<file path="src/rtl/eth_rx_framer.sv">
// Ethernet receive framer: strips preamble/SFD, checks CRC-32, strips FCS and
// flags runt, oversize and PHY-error frames on a byte stream with no backpressure.
module eth_rx_framer #(
  parameter int PRE_MIN   = 2,
  parameter int MIN_FRAME = 64,
  parameter int MAX_FRAME = 1518
) (
  input  logic       clk,
  input  logic       rst,
  input  logic [7:0] s_data,
  input  logic       s_valid,
  input  logic       s_er,
  output logic [7:0] m_data,
  output logic       m_valid,
  output logic       m_last,
  output logic       m_err,
  output logic       stat_crc_err,
  output logic       stat_runt,
  output logic       stat_drop
);

  localparam logic [1:0] S_IDLE = 2'd0;
  localparam logic [1:0] S_PRE  = 2'd1;
  localparam logic [1:0] S_DATA = 2'd2;
  localparam logic [1:0] S_DROP = 2'd3;

  localparam int PW = $clog2(PRE_MIN + 1) + 1;
  localparam logic [PW-1:0] PRE_MIN_W = PW'(PRE_MIN);
  localparam logic [10:0]   MIN_W     = 11'(MIN_FRAME);
  localparam logic [10:0]   MAX_W     = 11'(MAX_FRAME);
  localparam logic [10:0]   LINE_LEN  = 11'd5;
  localparam logic [31:0]   CRC_RES   = 32'hDEBB20E3;

  logic [1:0]    state;
  logic [PW-1:0] pre_cnt;
  logic [10:0]   cnt;
  logic [31:0]   crc;
  logic [31:0]   crc_nxt;
  logic          err;
  logic [7:0]    line [5];
  logic          crc_bad;
  logic          runt;
  logic          line_full;

  always_comb begin
    crc_nxt = crc ^ {24'd0, s_data};
    for (int unsigned i = 0; i < 8; i++) begin
      crc_nxt = crc_nxt[0] ? ((crc_nxt >> 1) ^ 32'hEDB88320) : (crc_nxt >> 1);
    end
  end

  assign crc_bad   = (crc != CRC_RES);
  assign runt      = (cnt < MIN_W);
  assign line_full = (cnt >= LINE_LEN);

  always_ff @(posedge clk or negedge rst) begin
    if (!rst) begin
      state        <= S_IDLE;
      pre_cnt      <= '0;
      cnt          <= '0;
      crc          <= '1;
      err          <= 1'b0;
      m_data       <= '0;
      m_valid      <= 1'b0;
      m_last       <= 1'b0;
      m_err        <= 1'b0;
      stat_crc_err <= 1'b0;
      stat_runt    <= 1'b0;
      stat_drop    <= 1'b0;
      for (int unsigned i = 0; i < 5; i++) line[i] <= '0;
    end else begin
      m_data       <= '0;
      m_valid      <= 1'b0;
      m_last       <= 1'b0;
      m_err        <= 1'b0;
      stat_crc_err <= 1'b0;
      stat_runt    <= 1'b0;
      stat_drop    <= 1'b0;
      case (state)
        S_IDLE: begin
          if (s_valid) begin
            if (s_data == 8'h55) begin
              state   <= S_PRE;
              pre_cnt <= PW'(1);
            end else begin
              state     <= S_DROP;
              stat_drop <= 1'b1;
            end
          end
        end
        S_PRE: begin
          if (!s_valid) begin
            state     <= S_IDLE;
            stat_drop <= 1'b1;
          end else if (s_data == 8'h55) begin
            if (pre_cnt != '1) pre_cnt <= pre_cnt + 1'b1;
          end else if (s_data == 8'hD5 && pre_cnt >= PRE_MIN_W) begin
            state <= S_DATA;
            crc   <= '1;
            cnt   <= '0;
            err   <= 1'b0;
          end else begin
            state     <= S_DROP;
            stat_drop <= 1'b1;
          end
        end
        S_DATA: begin
          if (s_valid) begin
            crc <= crc_nxt;
            if (cnt != '1) cnt <= cnt + 1'b1;
            line[0] <= s_data;
            for (int unsigned i = 1; i < 5; i++) line[i] <= line[i-1];
            if (s_er) err <= 1'b1;
            // Oversize: this beat pushes the count past MAX_FRAME, so close the frame early.
            if (cnt == MAX_W) begin
              m_valid <= 1'b1;
              m_data  <= line[4];
              m_last  <= 1'b1;
              m_err   <= 1'b1;
              cnt     <= '0;
              state   <= S_DROP;
            end else if (line_full) begin
              m_valid <= 1'b1;
              m_data  <= line[4];
            end
          end else begin
            // The four youngest entries are the FCS and are simply abandoned.
            if (line_full) begin
              m_valid      <= 1'b1;
              m_data       <= line[4];
              m_last       <= 1'b1;
              m_err        <= crc_bad | runt | err;
              stat_crc_err <= crc_bad;
              stat_runt    <= runt;
            end else begin
              stat_drop <= 1'b1;
            end
            cnt   <= '0;
            state <= S_IDLE;
          end
        end
        default: begin
          if (!s_valid) state <= S_IDLE;
        end
      endcase
    end
  end

endmodule

</file>
<file path="config.mk">
export PLATFORM = sky130hd
export DESIGN_NAME = eth_rx_framer
export DESIGN_NICKNAME = d
export VERILOG_FILES = /design/src/rtl/eth_rx_framer.sv
export SDC_FILE = /design/constraint.sdc
export NUM_CORES = 1
export LEC_CHECK = 0
export ABC_AREA = 1
export BUFFER_PORTS_ARGS = -buffer_cell sky130_fd_sc_hd__buf_2
export CAP_MARGIN = 15
export CORE_UTILIZATION = 45
export CTS_BUF_LIST = sky130_fd_sc_hd__clkbuf_8 sky130_fd_sc_hd__clkbuf_16
export DETAILED_ROUTE_END_ITERATION = 6
export GPL_ROUTABILITY_DRIVEN = 0
export GPL_TIMING_DRIVEN = 0
export PLACE_DENSITY = 0.75
export SKIP_CTS_REPAIR_TIMING = 1
export SLEW_MARGIN = 0
export SYNTH_ARGS = -nofsm -noshare
export SYNTH_HDL_FRONTEND = slang
export SYNTH_SLANG_ARGS = --single-unit
</file>
<file path="constraint.sdc">
create_clock -name clk -period 1.7 [get_ports clk]
set_clock_uncertainty 0.05 [all_clocks]
set_input_delay 0.255 -clock clk [delete_from_list [all_inputs] [get_ports clk]]
set_output_delay 0.255 -clock clk [all_outputs]
set_load 0.05 [all_outputs]
</file>
==> results.toml <==
[timing]
finalSetupViolCount = 25
finalHoldViolCount = 0
worst_pin_slew_ns = 0.590
fin_tns_setup_ns = -1.23
clock.fmax_mhz = 523
worst_slack_ns = -0.211
slew_headroom = 0.606
maxSlewViolCount = 0
fin_crit_ns = 1.91
holdWs_ns = 0.121
rsz0062_at_grt = "true"
fin_crit_sh = 1.12

[synth]
syn_avg_cell_area_um2 = 7.62
synth_area_um2 = 5660
syn-instance-count = 743
synthSimpleGateAreaFrac = 0.296
synth.distinct_cells = 42
ys_seq_area_frac = 0.462
synth_compound_area_frac = 0.0919
synth_top_cell_by_area = "dfrtp_1"
ys_warn_count = 0
synthXorXnorAreaFrac = 0.0601
async_reset_ff_frac = 1.00
synth_top_family_by_area = "simple AND/OR/NAND/NOR gates"
synth_area_leaders = "dfrtp_1 (31%), nand2_1 (17%), dfstp_2 (15%)"
synth_nets = 761
synthFlopType = "dfrtp_1"
synth_mux_area_frac = 0
synth_common_cells = "nand2_1 (263), inv_1 (85), dfrtp_1 (71), nand3_1 (51), o21ai_0 (49)"
ys_seq_elements = 103
synth_edf_count = 0
synth_fa_ha_area_frac = 0.0133
synth_top_area_frac = 0.314
yosysMostFrequentCell = "nand2_1"

[final_layout]
fill_cells = 999
n_antenna_cell = 0
final_util = 0.613
drive_above_1_share = 0.325
area_growth_pct = 31.6
fin_nets = 850
regArea_um2 = 2620
multiInputGateArea_um2 = 3200

[pwr]
p_leak_nw = 3.62
total_power_mw = 14.1
power_density_nw_per_um2 = 1890
vdd_ir_drop_max_mv = 1.00

[die]
core_area_um2 = 12200
rows = 40
ios = 26
die_area_um2 = 13000
die_y_um = 114
die_w_um = 114
start_util = 0.466

[cts]
cts.sink_count = 103
clock_tree.buffer_depth = 2
cts_buffers = 9
clk_latency_ns = 0.36
htreeDepth = 3
path_clk_slew_ns = 0.07
cts_tree = "done"
cts-root-buf = "clkbuf_16"

[critical_path]
reg2regPathDepth = 11
critical-path-max-stage-delay_ns = 0.58
slowest_stage = "dfstp_2"
crit_fanout = 5
crit_path_end_kind = "flop"
path_cells = "nand2_1 -> nand2_4 -> nand2_1 -> nand2_1 -> nand2_1 -> nand2_1 -> inv_1 -> nand3_1 -> nand3_1 -> nand2_1 -> inv_1"
worstPathArrival_ns = 2.16
critical_path.startpoint = "crc[3]"
cp-start-kind = "flop"
timing.rr.start = "crc[3]"
crit_top_cell = "nand2_1"
reg2reg_slack_ns = -0.21
cp.required_ns = 1.95
path_class = "flop to flop"
r2r_end = "crc[19]"
crit_end = "crc[19]"

[detailed_routing]
drt_pass1_iterations = 7
wl_per_cell_um = 16.5
vias = 5421
wl_um = 16600
route.detailed.drc = 0
drt-initial-drc-count = 492
ant_nets = 0
via_per_inst = 5.39

[grt]
grt-ovfl-total = 0
grt_first_pass_wirelength_um = 23300
grt_usage = 0.233
antenna_found_initial = 0
grt_pass1_vias = 4732
grt_max_degree = 62

[hold_path]
hold_path.class = "primary input to flop"

[run_status]
violations = "setup timing"
outcome = "complete, but fails checks"

[run]
drv_cap = 0

[placed_design]
io_buffers = 25
place_ws_ns = -0.434
dp_hpwl_um = 9730
worst min path at each step:
| stage | start | endpoint | slack (ns) | cells after the start |
|---|---|---|---|---|
| after floorplan | rst | cnt[0] | -0.09 | 0 |
| after global placement | line[20] | line[20] | 0.40 | 2 |
| after detailed placement | rst | err | 0.25 | 1 |
| after CTS | rst | err | -0.13 | 1 |
| after global routing | s_data[3] | line[35] | 0.13 | 3 |
| final | s_er | err | 0.12 | 3 |
cells by family (layout without fill, tap and decap cells):
family          after synthesis  in the layout
simple gates                400            401
flops                       103            103
xor+xnor                     38             38
fa+ha+maj                     6              6
buf+inv                     107            200
compound gates               89             89
area by class of cell:
| cell class | count | share of cell area |
|---|---|---|
| Clock inverter | 6 | 0.00856 |
| Sequential cell | 103 | 0.352 |
| Multi-Input combinational cell | 534 | 0.430 |
| Tap cell | 168 | 0.0282 |
| Timing Repair Buffer | 79 | 0.0835 |
| Clock buffer | 10 | 0.0321 |
| Buffer | 17 | 0.0202 |
| Inverter | 88 | 0.0457 |
where the power goes:
part | internal [mW] | leakage, nW | switching (mW)
Combinational | 2.99 | 2.21 | 4.63
Clock | 1.08 | 0.146 | 1.02
Sequential | 3.65 | 1.26 | 0.750
Total | 7.71 | 3.62 | 6.40
sequential cells by signal (all words and copies together) (netlist names), 2 cells and up:
register	count
line	40
cnt	11
m_data	8
crc	32
state	2
pre_cnt	3
placed cells by master (no fill, tap or decap), types with 6 or more instances in the layout:
cell	netlist	final
nand4_1	13	13
o21ai_1	4	13
nor2_1	47	40
nand2_2	1	44
dfstp_2	32	32
dfrtp_1	71	66
nand2_4	1	16
o21ai_0	49	38
buf_6	3	6
nand3_1	51	45
buf_2	5	25
buf_4	0	47
clkbuf_16	0	10
nand2_1	263	204
a21oi_1	19	17
inv_1	85	74
inv_2	3	11
nor2_4	2	6
xor2_1	29	21
metal layers:
metal	share of wire	vias to the layer above	global-route usage
met5	0	-	0
met4	0.032	0	0.0866
met3	0.068	61	0.0529
met2	0.50	252	0.386
met1	0.40	2576	0.299
li1	-	2532	-
per-stage QoR:
step | cells | cell area (um^2)
final | 1005 | 7450
after CTS | 953 | 6330
after global placement | 936 | 6000
after floorplan | 743 | 5660
after global routing | 1005 | 7450
after detailed placement | 937 | 6030
critical path: cells and delay by family, from the launching register on:
kind	cells	cell delay (ns)
flops	1	0.58
buf+inv	2	0.13
simple gates	9	1.10
Note: power is estimated with default switching activity, not from simulation.
